### src/rtl/wb_serial_master.sv
// Framed byte stream to single 32-bit Wishbone cycles.
// Replies with a status byte, plus read data, on a valid/ready tx stream.
module wb_serial_master #(
  parameter int ADDR_WIDTH = 32,
  parameter int DATA_WIDTH = 32,
  parameter int WB_TIMEOUT = 255,
  parameter int RX_TIMEOUT = 1000000
) (
  input  logic                    i_clk,
  input  logic                    i_rst,
  input  logic [7:0]              i_rx_data,
  input  logic                    i_rx_valid,
  output logic [7:0]              o_tx_data,
  output logic                    o_tx_valid,
  input  logic                    i_tx_ready,
  output logic [ADDR_WIDTH-1:0]   wb_adr_o,
  output logic [DATA_WIDTH-1:0]   wb_dat_o,
  input  logic [DATA_WIDTH-1:0]   wb_dat_i,
  output logic                    wb_we_o,
  output logic [DATA_WIDTH/8-1:0] wb_sel_o,
  output logic                    wb_stb_o,
  output logic                    wb_cyc_o,
  input  logic                    wb_ack_i,
  input  logic                    wb_err_i,
  output logic                    o_busy,
  output logic                    o_rx_drop
);

  localparam int WBW = $clog2(WB_TIMEOUT + 1);
  localparam int RXW = $clog2(RX_TIMEOUT + 1);

  localparam logic [7:0] CMD_WR = 8'hA5;
  localparam logic [7:0] CMD_RD = 8'h5A;
  localparam logic [7:0] ST_OK  = 8'h00;
  localparam logic [7:0] ST_ERR = 8'hE1;
  localparam logic [7:0] ST_TO  = 8'hE2;

  typedef enum logic [2:0] {
    S_IDLE,
    S_ADDR,
    S_DATA,
    S_BUS,
    S_RESP
  } state_t;

  state_t                state_q, state_d;
  logic                  we_q, we_d;
  logic [1:0]            cnt_q, cnt_d;
  logic [ADDR_WIDTH-1:0] addr_q, addr_d;
  logic [DATA_WIDTH-1:0] wdata_q, wdata_d;
  logic [DATA_WIDTH-1:0] rdata_q, rdata_d;
  logic                  cyc_q, cyc_d;
  logic                  tx_valid_q, tx_valid_d;
  logic [7:0]            tx_data_q, tx_data_d;
  logic [2:0]            tx_cnt_q, tx_cnt_d;
  logic [WBW-1:0]        wb_cnt_q, wb_cnt_d;
  logic [RXW-1:0]        rx_cnt_q, rx_cnt_d;
  logic                  rx_drop_q, rx_drop_d;

  logic rx_to;
  logic wb_to;
  logic idle_parse;

  assign rx_to = rx_cnt_q == RXW'(RX_TIMEOUT - 1);
  assign wb_to = wb_cnt_q == WBW'(WB_TIMEOUT - 1);

  always_comb begin
    state_d    = state_q;
    we_d       = we_q;
    cnt_d      = cnt_q;
    addr_d     = addr_q;
    wdata_d    = wdata_q;
    rdata_d    = rdata_q;
    cyc_d      = cyc_q;
    tx_valid_d = tx_valid_q;
    tx_data_d  = tx_data_q;
    tx_cnt_d   = tx_cnt_q;
    wb_cnt_d   = wb_cnt_q;
    rx_cnt_d   = rx_cnt_q;
    rx_drop_d  = 1'b0;
    idle_parse = 1'b0;
    unique case (state_q)
      S_IDLE: idle_parse = i_rx_valid;
      S_ADDR, S_DATA: begin
        // a byte landing on the timeout cycle restarts parsing
        if (rx_to) begin
          state_d    = S_IDLE;
          idle_parse = i_rx_valid;
        end else if (i_rx_valid) begin
          rx_cnt_d = '0;
          cnt_d    = cnt_q + 2'd1;
          if (state_q == S_ADDR)
            addr_d = {addr_q[ADDR_WIDTH-9:0], i_rx_data};
          else
            wdata_d = {wdata_q[DATA_WIDTH-9:0], i_rx_data};
          if (cnt_q == 2'd3) begin
            if (state_q == S_ADDR && we_q) begin
              state_d = S_DATA;
            end else begin
              state_d  = S_BUS;
              cyc_d    = 1'b1;
              wb_cnt_d = '0;
            end
          end
        end else begin
          rx_cnt_d = rx_cnt_q + RXW'(1);
        end
      end
      S_BUS: begin
        rx_drop_d = i_rx_valid;
        if (wb_err_i || wb_ack_i || wb_to) begin
          cyc_d      = 1'b0;
          state_d    = S_RESP;
          tx_valid_d = 1'b1;
          tx_cnt_d   = '0;
          rdata_d    = '0;
          if (wb_err_i) begin
            tx_data_d = ST_ERR;
          end else if (wb_ack_i) begin
            tx_data_d = ST_OK;
            if (!we_q)
              rdata_d = wb_dat_i;
          end else begin
            tx_data_d = ST_TO;
          end
        end else begin
          wb_cnt_d = wb_cnt_q + WBW'(1);
        end
      end
      S_RESP: begin
        rx_drop_d = i_rx_valid;
        if (tx_valid_q && i_tx_ready) begin
          if (we_q || tx_cnt_q == 3'd4) begin
            tx_valid_d = 1'b0;
            state_d    = S_IDLE;
          end else begin
            tx_data_d = rdata_q[DATA_WIDTH-1 -: 8];
            rdata_d   = rdata_q << 8;
            tx_cnt_d  = tx_cnt_q + 3'd1;
          end
        end
      end
      default: state_d = S_IDLE;
    endcase
    if (idle_parse &&
        (i_rx_data == CMD_WR ||
         i_rx_data == CMD_RD)) begin
      we_d     = i_rx_data == CMD_WR;
      state_d  = S_ADDR;
      cnt_d    = '0;
      rx_cnt_d = '0;
    end
  end

  always_ff @(posedge i_clk) begin
    if (i_rst) begin
      state_q    <= S_IDLE;
      we_q       <= 1'b0;
      cnt_q      <= '0;
      addr_q     <= '0;
      wdata_q    <= '0;
      rdata_q    <= '0;
      cyc_q      <= 1'b0;
      tx_valid_q <= 1'b0;
      tx_data_q  <= '0;
      tx_cnt_q   <= '0;
      wb_cnt_q   <= '0;
      rx_cnt_q   <= '0;
      rx_drop_q  <= 1'b0;
    end else begin
      state_q    <= state_d;
      we_q       <= we_d;
      cnt_q      <= cnt_d;
      addr_q     <= addr_d;
      wdata_q    <= wdata_d;
      rdata_q    <= rdata_d;
      cyc_q      <= cyc_d;
      tx_valid_q <= tx_valid_d;
      tx_data_q  <= tx_data_d;
      tx_cnt_q   <= tx_cnt_d;
      wb_cnt_q   <= wb_cnt_d;
      rx_cnt_q   <= rx_cnt_d;
      rx_drop_q  <= rx_drop_d;
    end
  end

  assign o_tx_data  = tx_data_q;
  assign o_tx_valid = tx_valid_q;
  assign wb_adr_o   = addr_q;
  assign wb_dat_o   = wdata_q;
  assign wb_we_o    = cyc_q & we_q;
  assign wb_sel_o   = '1;
  assign wb_stb_o   = cyc_q;
  assign wb_cyc_o   = cyc_q;
  assign o_busy     = state_q != S_IDLE;
  assign o_rx_drop  = rx_drop_q;

endmodule

### config.mk
export PLATFORM = sky130hd
export DESIGN_NAME = wb_serial_master
export DESIGN_NICKNAME = d
export VERILOG_FILES = /design/src/rtl/wb_serial_master.sv
export SDC_FILE = /design/constraint.sdc
export NUM_CORES = 1
export LEC_CHECK = 0
export ABC_CLOCK_PERIOD_IN_PS = 3200
export BUFFER_PORTS_ARGS = -buffer_cell sky130_fd_sc_hd__clkbuf_2
export CAP_MARGIN = 10
export CORE_UTILIZATION = 54
export CTS_CLUSTER_DIAMETER = 50
export CTS_CLUSTER_SIZE = 28
export DETAILED_ROUTE_END_ITERATION = 16
export GPL_TIMING_DRIVEN = 0
export PLACE_DENSITY = 0.79
export REMOVE_ABC_BUFFERS = 1
export SLEW_MARGIN = 20
export SYNTH_ARGS = -nofsm -noshare
export SYNTH_HDL_FRONTEND = slang
export SYNTH_SLANG_ARGS = --single-unit
export TNS_END_PERCENT = 50
### constraint.sdc
create_clock -name i_clk -period 3.2 [get_ports i_clk]
set_input_delay 0.96 -clock i_clk [delete_from_list [all_inputs] [get_ports i_clk]]
set_output_delay 0.96 -clock i_clk [all_outputs]
set_load 0.1 [all_outputs]
# [Yosys cells after proc, flatten, opt, wreduce, memory -nomap -nowiden]
# Index checks and enable logic that the tools add are counted.
[classes] add_sub_neg=4 n_eq_ne=27 muxes=45 bitwise_logic=5 reduce_logical=25
[ops] cell="$mux 32" n=6
[ops] cell="$mux 8" n=10
[ops] cell="$pmux 32 s2" n=1
[ops] cell="$pmux 8 s2" n=2
[ops] cell="$mux 3" n=9
[ops] cell="$reduce_and 6->1" n=4
[ops] cell="$add 20x1->20 const B" n=1
[ops] cell="$eq 20x20->1 const B" n=1
[ops] cell="$mux 20" n=1
[ops] cell="$ne 2x2->1 const B" n=10
[ops] cell="$eq 8x8->1 const B" n=2
[ops] cell="$reduce_and 4->1" n=4
[ops] cell="$ne 3x3->1 const B" n=5
[ops] cell="$pmux 3 s4" n=1
[ops] cell="$mux 1" n=11
[ops] cell="$add 8x1->8 const B" n=1
[ops] cell="$eq 8x7->1 const B" n=1
[ops] cell="$ne 4x4->1 const B" n=2
[ops] cell="$reduce_or 2->1" n=4
[ops] cell="$eq 3x2->1 const B" n=2
[ops] cell="$eq 3x3->1 const B" n=2
[ops] cell="$pmux 1 s2" n=3
[ops] cell="$pmux 3 s2" n=1
[ops] cell="$logic_or 1x1->1" n=4
[ops] cell="12 further kinds" n=18
[word_totals] reg_bits=144 word_cells=120

# [Depth between registers and ports, before layout]
# Gate-level depths: netlist of the first run.
[depth] ltp_word=8 ltp_mapped=9 mapped_depth_nobuf=7

# [Worst setup path before layout of the first run]
# Ideal clock, no wire load.
[synth_timing] path_kind="reg-to-output" from="reg cyc_q (netlist: wb_cyc_o)" to="out wb_we_o" arrival_ns=1.848 required_time_ns=2.240 slack_ns=0.392 path_stages_with_launch=2 n_path_buf=0 cell_sequence="dfxtp_1 and2_1"
[synth_between] elab_chain_len=1
[synth_rtl] item="start: declaration" line_no="52" text="logic cyc_q, cyc_d;"
[synth_rtl] item="start signal: assignment" line_no="177" text="cyc_q <= cyc_d;"
[synth_rtl] item="$and 1x1->1" line_no="191" text="assign wb_we_o = cyc_q & we_q;"
[synth_rtl] item="end: declaration" line_no="19" text="output logic wb_we_o,"
# No other way between the ends.

# [Worst setup path after layout of the first run]
[layout_timing] from="reg state_q[1]" to="reg rdata_q[4]"
[layout_between] elab_chain_len=3
[layout_rtl] item="start: declaration" line_no="46" text="state_t state_q, state_d;"
[layout_rtl] item="start signal: assignment" line_no="171" text="state_q <= state_d;"
[layout_rtl] item="$eq 3x3->1 / $eq 3x2->1 (equally long branches)" line_no="82" text="unique case (state_q)"
[layout_rtl] item="$ne 2x2->1 (no source line) / $reduce_bool 2->1 (equally long branches)"
[layout_rtl] item="$reduce_and 4->1 (no source line)"
[layout_rtl] item="end signal: assignment" line_no="176" text="rdata_q <= rdata_d;"
[layout_rtl] item="end: declaration" line_no="51" text="logic [DATA_WIDTH-1:0] rdata_q, rdata_d;"
# Parallel ways exist; a longest one is shown, timed or not.
# A chain may end at the register's enable or synchronous reset.

==> run metrics, run 1 <==
largest net degree at the start of global routing 59; Post-synth EDFFs 0; die extent in x 108.2 µm; RR Endpoint rdata_q[4]$_SDFFE_PP0P_; Mean Syn Cell Area 8.526 µm²; FP Rows 38; Longest Clk Path Bufs 2; drt via density 5.822; Final period util 91.22%; TritonCTS clock tree built; diode count 0; Detail Route Antenna Nets 0; clock sinks roughly 140; fin crit period 2919 ps; Leakage 3.018 nW; setup violators final 0; DR pass1 iterations 5; most common cell after layout, fill and taps aside dfxtp_1; Final Core Density 67.37%; synth top area cells dfxtp_1 47%, a21oi_1 5.9%, nand2_1 5.8%, mux2i_1 5.4%, nor2_1 5.3%; DRC errors left 0; Root Driver clkbuf_16; combinational family with the most area after synthesis simple AND/OR/NAND/NOR gates; fmax about 0.34 GHz; Synth top area share 47.29%; initial antenna violation count 0; height of the chip 108.2 µm; Syn Inst Count 715; critical path class reg2reg; CTS H-tree lvls 4; Synth Area in Adders about 1.2%; unrepaired setup endpoints after global routing no; Cell Area, Synth 0.006096 mm²; crit path DAT 3270 ps; via count 5607; CP Launch Type flop; TritonCTS buffer count 17; Yosys cell types 50; final hold vios 0; outcome finished, final reports clean; WP data required 3560 ps; core area 0.01094 mm²; first-pass GRT wire length 23270 µm; Ports 128; Most used DFF post-synth dfxtp_1; sequential area share after synthesis between 40 and 50%; Initial Util 55.74%; Yosys top cell by area dfxtp_1; nets 863; final cell area excluding filler cells 0.007367 mm²; hold depth 2; worst skew pair latency 410 ps; multiplexer area fraction after synthesis under 10%; Initial DRC Count 560; HP Class reg2reg; fraction of layout cells with a size suffix above 1 21.63%; XOR/XNOR Fraction of Synth Area 1.149%; routability cong. ~0.84; total routed wirelength approximately 14000 µm; gr ovfl total 0; IO Port Bufs 123; Slew Viols, Final 0; Yosys reg bits approximately 140; Placed Area 0.006738 mm²; Max IR drop VDD roughly 0.37 mV; worst-margin pin slew 988.3 ps; setup bufs post-CTS 0; vias in the first global route 4993; Area Growth Syn to Fin 20.85%; reg-to-reg slack, setup 280 ps; P per Cell Area 541.3 mW/mm²; crit end category flop; hold_sp wb_dat_o[25]$_SDFFE_PP0P_; GRT Total Usage around 25%; Synth Area in Compound Gates 17.16%; hpwl dp 9591 µm; Reg clk slew, reported paths ~60 ps; RR Startpoint state_q[1]$_SDFFE_PP0P_; clk_skew 6.783 ps; Hold Path Sink wb_dat_o[25]$_SDFFE_PP0P_; Post-Synth Simple-Gate Area 22.60%; Max Fanout on Critical Path 37; r2r worst-path depth 6; die area 0.01172 mm²; overall power between 3 and 4 mW; asr flop ratio synth 0%; most frequent cells in the layout 144 x dfxtp_1, 122 x clkbuf_2, 94 x nand2_1; Max Cap Violations 0; routed len/inst 14.91 µm; Syn. warnings 0; relative slew slack 34.07%
[Yosys cell counts (2+ instances only)]
| cell type | number |
|---|---|
| nor3b_1 | 3 |
| buf_6 | 4 |
| nand2b_1 | 8 |
| ha_1 | 6 |
| dfxtp_1 | 144 |
| a22o_1 | 8 |
| o211ai_1 | 6 |
| o21a_1 | 3 |
| nor4_1 | 6 |
| clkbuf_1 | 35 |
| a31oi_1 | 10 |
| or2_2 | 2 |
| o211a_1 | 2 |
| buf_4 | 9 |
| inv_1 | 7 |
| nand2_1 | 94 |
| nand4b_1 | 2 |
| nand4_1 | 12 |
| and3_1 | 3 |
| a211oi_1 | 5 |
| nand3_1 | 14 |
| or3_1 | 12 |
| or3b_2 | 7 |
| nor3_1 | 36 |
| nand3b_1 | 5 |
| a21oi_1 | 72 |
| mux2i_1 | 33 |
| a221oi_1 | 24 |
| xor2_1 | 3 |
| buf_2 | 8 |
| xnor2_1 | 5 |
| o21ai_0 | 24 |
| nor2_1 | 86 |
[through the flow]
step / setup WS [ps] / std cells / TNS [ps] / hold slack (ps)
final: 281.0 / 963 / 0 / 456.0
after global routing: 29.15 / 963 / 0 / 474.3
after CTS: 86.20 / 962 / 0 / 459.2
after detailed placement: -423.6 / 931 / -9415 / 451.1
after global placement: -1900 / 925 / -84600 / 440.7
after floorplan: -450.5 / 662 / -13910 / 432.3
[power breakdown]
| part | internal [mW] | switching [mW] | total, mW |
|---|---|---|---|
| Combinational | 0.0330 | 0.0855 | 0.119 |
| Sequential | 1.79 | 0.000574 | 1.79 |
| Clock | 1.34 | 0.736 | 2.08 |
| Total | 3.17 | 0.822 | 3.99 |
[worst max path at each step]
stage                                    endpoint  slack, ps                      from
after CTS                 rdata_q[6]$_SDFFE_PP0P_         90  wb_cnt_q[0]$_SDFFE_PP0P_
after detailed placement  rdata_q[8]$_SDFFE_PP0P_       -420                  wb_err_i
after global routing      rdata_q[4]$_SDFFE_PP0P_         30   state_q[1]$_SDFFE_PP0P_
after floorplan           rdata_q[0]$_SDFFE_PP0P_       -450   state_q[2]$_SDFFE_PP0P_
after global placement    rdata_q[8]$_SDFFE_PP0P_      -1900   state_q[2]$_SDFFE_PP0P_
final                     rdata_q[4]$_SDFFE_PP0P_        280   state_q[1]$_SDFFE_PP0P_
[worst max-delay path, cell delays in order (launching register included)]
cell      delay (ps)
dfxtp_1          710
and3b_1          420
o211ai_1         280
buf_2            270
and3_2           430
nor2_1           500
a22o_1           240
[layout make-up]
type	instances	area, µm²
tap	140	175.2
multi-input combinational	511	2948
inverter	7	26.28
timing repair buffer	130	715.7
sequential	144	2883
clock inverter	10	158.9
fill	862	3568
clock buffer	21	460.4
[repair_timing]
item,in CTS,in global routing
hold buffers,0,0
gates resized for setup,1,0
setup endpoints to repair,26,0
[per-layer routing]
layer	global-route usage (%)	vias to the layer above	wire length, µm
met5	0	-	0
met4	8.023	0	174
met3	6.510	18	869
met2	41.54	186	7009
met1	30.97	2663	6301
li1	-	2740	-
[logic make-up after synthesis]
kind of cell	Yosys count
simple gates	295
compound gates	165
flops	144
buf+inv	63
mux	33
xor+xnor	8
fa+ha+maj	6
other cells	1
[registers in the layout (all words and copies together) (netlist names), 2 cells and up]
register,count
state_q,3
wb_adr_o,32
tx_cnt_q,3
rx_cnt_q,20
wb_cnt_q,8
wb_dat_o,32
cnt_q,2
o_tx_data,8
rdata_q,32
(Power assumes the default switching activity.)
==> run 2, diff against run 1 <==
--- a/config.mk
+++ b/config.mk
@@ -6,12 +6,12 @@
 export NUM_CORES = 1
 export LEC_CHECK = 0
 export ABC_CLOCK_PERIOD_IN_PS = 3200
-export BUFFER_PORTS_ARGS = -buffer_cell sky130_fd_sc_hd__clkbuf_2
 export CAP_MARGIN = 10
-export CORE_UTILIZATION = 54
+export CORE_UTILIZATION = 63
 export CTS_CLUSTER_DIAMETER = 50
 export CTS_CLUSTER_SIZE = 28
 export DETAILED_ROUTE_END_ITERATION = 16
+export DONT_BUFFER_PORTS = 1
 export GPL_TIMING_DRIVEN = 0
 export PLACE_DENSITY = 0.79
 export REMOVE_ABC_BUFFERS = 1
==> run 2 against run 1 <==
  * Routed wire length shrank 2.3%
  * Register-to-register slack lost 80 ps
  * Via count shrank 6.7%
  * Clock skew grew 8.6 ps
  * Combinational power shrank 53%
==> run metrics, run 2 (synthesis results as in run 1) <==
outcome finished, final reports clean; diode count 0 (unchanged); final cell area excluding filler cells 0.006701 mm² (-9.0%); worst path cell trace or3_1; CP peak stage delay 870 ps (+160 ps); core area 0.009328 mm² (-15%); WP data required 2240 ps (-1320 ps); most common cell after layout, fill and taps aside dfxtp_1; Reg clk slew, reported paths 60 ps (about the same); Max Cap Violations 0 (unchanged); FP Rows 35 (-7.9%); initial antenna violation count 0 (unchanged); Root Driver clkbuf_8; Max IR drop VDD 0.3250 mV (-13%); Detail Route Antenna Nets 0 (unchanged); critical path class reg2out; Initial DRC Count 424 (-24%); drt via density 6.294 (+8.1%); gr ovfl total 0 (unchanged); crit end category output pin; worst skew pair latency 520 ps (+110 ps); fraction of layout cells with a size suffix above 1 8.262% (-13 points); post-cts hold buffer count 0 (unchanged); Ports 128 (unchanged); CTS H-tree lvls 4 (unchanged); relative slew slack 26.71% (-7.4 points); unrepaired setup endpoints after global routing no; setup bufs post-CTS 0 (unchanged); worst-margin pin slew 1098 ps (+109.4 ps); crit path DAT 2110 ps (-1160 ps); DR pass1 iterations 5 (unchanged); Final Core Density 71.84% (+4.5 points); most frequent cells in the layout 143 x dfxtp_1, 94 x nand2_1, 85 x nor2_1; Leakage 2.439 nW (-19%); Buf/Inv on CP 0 (-1); P per Cell Area 561.7 mW/mm² (+3.8%); clk_skew 15.40 ps (+8.615 ps); die extent in x 100.4 µm (-7.3%); slowest cell on the critical path or3_1; largest net degree at the start of global routing 107 (+81%); Initial Util 65.35% (+9.6 points); CP delay by family, top simple AND/OR/NAND/NOR gates; Final period util 95.86% (+4.6 points); DRC errors left 0 (unchanged); height of the chip 100.4 µm (-7.3%); HP Class reg2reg; Fillers 673 (-22%); final hold vios 0 (unchanged); clock sinks 144 (unchanged); setup violators final 0 (unchanged); fmax 0.3260 GHz (-4.8%); IO Port Bufs 0 (-100%); Area Growth Syn to Fin 9.934%; dpl ws -202.7 ps (+221.0 ps); die area 0.01007 mm² (-14%); vias in the first global route 4740 (-5.1%); Longest Clk Path Bufs 2 (unchanged); Slew Viols, Final 0 (unchanged); hpwl dp 8885 µm (-7.4%); worst setup slack after layout 132.5 ps (-148.5 ps); fin crit period 3067 ps (+148.5 ps); overall power 3.764 mW (-5.6%); total routed wirelength 14020 µm (-2.3%); CP Launch Type flop; Max Fanout on Critical Path 17 (-54%); routed len/inst 16.88 µm (+13%); first-pass GRT wire length 22470 µm (-3.4%); routability cong. 0.8136 (-2.6%); GRT Total Usage 27.94% (+3.1 points); via count 5230 (-6.7%); TritonCTS buffer count 17 (unchanged); nets 742 (-14%); Placed Area 0.006118 mm² (-9.2%); TritonCTS clock tree built
run 2: cell types whose count changed in the layout (fill, tap and decap cells not counted), sizes merged:
cell / change
buf: +1
clkinvlp: +3
clkbuf: -125
inv: +5
clkinv: -3
bufinv: -2
run 2: per-stage QoR:
stage / instances / setup TNS (ps) / hold WS [ps]
floorplan: 662 / -13910 / 432.3
global placement: 791 / -83020 / 439.1
detailed placement: 799 / -3632 / 441.7
CTS: 830 / 0 / 456.2
global route: 831 / 0 / 481.7
finish: 831 / 0 / 464.4
run 2: path summary, 6_finish.rpt:
check | from | to | slack (ps) | cells past startpoint
worst max-delay path | state_q[1]$_SDFFE_PP0P_ | o_busy | 130 | 1
worst min-delay path | rdata_q[27]$_SDFFE_PP0P_ | o_tx_data[3]$_SDFFE_PP0P_ | 460 | 2
worst max register to register | state_q[2]$_SDFFE_PP0P_ | rdata_q[1]$_SDFFE_PP0P_ | 200 | 5
worst min register to register | rdata_q[27]$_SDFFE_PP0P_ | o_tx_data[3]$_SDFFE_PP0P_ | 460 | 2
run 2: final cells by class:
cell class / instances / area, µm² / share of cell area [%]
Clock inverter: 13 / 152.6 / 2.278
Tap cell: 129 / 161.4 / 2.409
Timing Repair Buffer: 9 / 111.4 / 1.662
Inverter: 7 / 26.28 / 0.3921
Sequential cell: 144 / 2884 / 43.04
Multi-Input combinational cell: 511 / 2948 / 43.99
Clock buffer: 18 / 417.9 / 6.236
run 2: per-layer routing:
layer / share of wire [%] / routed length, µm / track usage [%]
met5: 0 / 0 / 0
met4: 1.3 / 187 / 10.14
met3: 7.8 / 1098 / 8.287
met2: 51 / 7112 / 47.31
met1: 40 / 5625 / 33.60
run 2: worst register-to-register path: stages (launching register included):
cell	delay [ps]
dfxtp_1	570
or3b_2	580
o21ai_0	400
and3_2	720
nor2_1	300
a22o_1	310
run 2: power breakdown:
group / total [mW] / internal (mW) / switching (mW)
sequential: 1.79 / 1.79 / 0.00172
clock: 1.91 / 1.12 / 0.792
combinational: 0.0565 / 0.0127 / 0.0437
total: 3.76 / 2.93 / 0.838
run 2: timing repair:
action / in CTS / in global routing
setup endpoints to repair: 24 / 0
gates resized for setup: 1 / 0
endpoints found under the hold margin: 0 / 0
==> run 3, diff against run 2 <==
--- a/config.mk
+++ b/config.mk
@@ -5,15 +5,16 @@
 export SDC_FILE = /design/constraint.sdc
 export NUM_CORES = 1
 export LEC_CHECK = 0
-export ABC_CLOCK_PERIOD_IN_PS = 3200
+export ABC_CLOCK_PERIOD_IN_PS = 2700
 export CAP_MARGIN = 10
-export CORE_UTILIZATION = 63
+export CORE_MARGIN = 1.5
+export CORE_UTILIZATION = 57
 export CTS_CLUSTER_DIAMETER = 50
 export CTS_CLUSTER_SIZE = 28
 export DETAILED_ROUTE_END_ITERATION = 16
 export DONT_BUFFER_PORTS = 1
 export GPL_TIMING_DRIVEN = 0
-export PLACE_DENSITY = 0.79
+export PLACE_DENSITY = 0.75
 export REMOVE_ABC_BUFFERS = 1
 export SLEW_MARGIN = 20
 export SYNTH_ARGS = -nofsm -noshare
==> constraint.sdc (replaced) <==
create_clock -name i_clk -period 2.7 [get_ports i_clk]
set_input_delay 0.81 -clock i_clk [delete_from_list [all_inputs] [get_ports i_clk]]
set_output_delay 0.81 -clock i_clk [all_outputs]
set_load 0.1 [all_outputs]
==> run 3 against run 2 <==
  * Register-to-register slack lost 96 ps
  * Final cell count increased by 1.6%
  * Die area rose by 12%
  * Design area is 2.0% higher
  * Total power grew 17%
  * Hold slack worse by 110 ps
  * Non-clock buffer count grew 4
  * Routed wire length shrank 1.6%
  * Clock power up 15%
  * Clock skew down 9.5 ps
  * Critical endpoint is now wb_dat_o[19]$_SDFFE_PP0P_
==> run metrics, run 3 (synthesis results as in run 1) <==
Initial DRC Count 444 (+4.7%); worst setup slack after layout 103.6 ps (-28.92 ps); FP Rows 37 (+5.7%); diode count 0 (unchanged); slowest cell on the critical path o211ai_4; height of the chip 106.4 µm (+6.0%); routability cong. 0.8770 (+7.8%); setup violators final 0 (unchanged); drt via density 6.088 (-3.3%); Area Growth Syn to Fin 12.09%; fmax between 0.3 and 0.4 GHz; Buf/Inv on CP 0 (unchanged); IO Port Bufs 0 (unchanged); CP peak stage delay 680 ps (-190 ps); clock sinks 144 (unchanged); Slew Viols, Final 0 (unchanged); dpl ws -640.3 ps (-437.6 ps); largest net degree at the start of global routing 107 (unchanged); placed cells 804 (+0.63%); first-pass GRT wire length 21930 µm (-2.4%); Ports 128 (unchanged); die area 0.01132 mm² (+12%); Hold Slack 351.1 ps (-113.3 ps); WP data required 3170 ps (+930 ps); DR pass1 iterations 5 (unchanged); initial antenna violation count 0 (unchanged); final hold vios 0 (unchanged); CTS H-tree lvls 4 (unchanged); core area 0.01037 mm² (+11%); gr ovfl total 0 (unchanged); CP delay by family, top simple AND/OR/NAND/NOR gates; hpwl dp 8520 µm (-4.1%); Final Non-Filler Cells 844 (+1.6%); CP Launch Type flop; TritonCTS buffer count 17 (unchanged); DRC errors left 0 (unchanged); Max IR drop VDD 0.4306 mV (+32%); fraction of layout cells with a size suffix above 1 10.73% (+2.5 points); worst skew pair latency 530 ps (about the same); fin crit period 2596 ps; die extent in x 106.4 µm (+6.0%); clk_skew 5.900 ps (-9.497 ps); vias in the first global route 4729 (-0.23%); worst-margin pin slew 1099 ps (+0.9467 ps); Detail Route Antenna Nets 0 (unchanged); GRT Total Usage 24.02% (-3.9 points); Longest Clk Path Bufs 2 (unchanged); Max Fanout on Critical Path 32 (+15); total routed wirelength 13800 µm (-1.6%); worst path cell trace or4b_1 > or4_4 > o211ai_4 > nand2_1 > a21oi_2; Final Core Density 65.89% (-6.0 points); TritonCTS clock tree built; relative slew slack 26.65% (-0.063 points); crit path DAT 3070 ps (+960 ps); Root Driver clkbuf_8; Leakage 2.491 nW (+2.1%); crit end category flop; most common cell after layout, fill and taps aside dfxtp_1; HP Class in2reg; Initial Util 58.78% (-6.6 points); Final period util 96.16%; via count 5138 (-1.8%); Reg clk slew, reported paths 60 ps (about the same); routed len/inst 16.35 µm (-3.1%); outcome finished, final reports clean; P per Cell Area 643.8 mW/mm² (+15%); most frequent cells in the layout 140 x dfxtp_1, 94 x nand2_1, 85 x nor2_1; Max Cap Violations 0 (unchanged); critical path class reg2reg; unrepaired setup endpoints after global routing yes; overall power 4.399 mW (+17%); nets 748 (+0.81%)
-- run 3: cell count changes in the layout (fill, tap and decap cells not counted), sizes merged --
cell | before | now
buf | 8 | 13
o21bai | 1 | 2
and3 | 3 | 4
inv | 13 | 9
clkbuf | 19 | 17
clkinvlp | 5 | 1
clkinv | 0 | 9
-- run 3: timing repair --
action                                  in CTS  in global routing
endpoints found under the setup margin      82                125
setup buffers                                3                  4
pin swaps                                    2                 13
gates cloned                                 0                  2
gates resized for setup                      7                 13
hold buffers                                 0                  0
-- run 3: routing by layer --
metal | track usage [%] | routed length (µm) | up-vias
li1 | - | - | 2507
met1 | 28.02 | 5624 | 2424
met2 | 39.08 | 6648 | 186
met3 | 9.565 | 1332 | 21
met4 | 10.29 | 194 | 0
met5 | 0 | 0 | -
-- run 3: power breakdown --
part	internal (mW)	leakage, nW	switching [mW]
clock	1.31	0.278	0.895
sequential	2.13	1.16	0.00204
combinational	0.0177	1.05	0.0528
total	3.45	2.49	0.950
-- run 3: stage by stage --
stage	instance area [µm²]	TNS, ps
CTS	6700	-1709
floorplan	5823	-47420
finish	6833	0
detailed placement	6101	-24800
global placement	5993	-132610
global route	6833	-195.5
-- run 3: path summary, 6_finish.rpt --
path                          endpoint                      start  slack (ps)  cells past startpoint
max          wb_dat_o[19]$_SDFFE_PP0P_  rx_cnt_q[12]$_SDFFE_PP0P_         100                      5
min          wb_adr_o[26]$_SDFFE_PP0P_                      i_rst         350                      1
max reg2reg  wb_dat_o[19]$_SDFFE_PP0P_  rx_cnt_q[12]$_SDFFE_PP0P_         100                      5
min reg2reg  o_tx_data[3]$_SDFFE_PP0P_   rdata_q[27]$_SDFFE_PP0P_         460                      2
-- run 3: worst register-to-register path, delay by kind of cell (launching register included) --
family | cells | cell delay [ps]
AOI/OAI and AO/OA | 2 | 840
DFF | 1 | 360
and+or+nand+nor | 3 | 1340
-- run 3: area by class of cell --
cell class / count / area [µm²]
clock buffer: 17 / 414.1
clock inverter: 14 / 141.4
fill: 850 / 3537
inverter: 7 / 26.28
multi-input combinational: 513 / 3038
sequential: 144 / 2888
tap: 136 / 170.2
timing repair buffer: 13 / 155.1
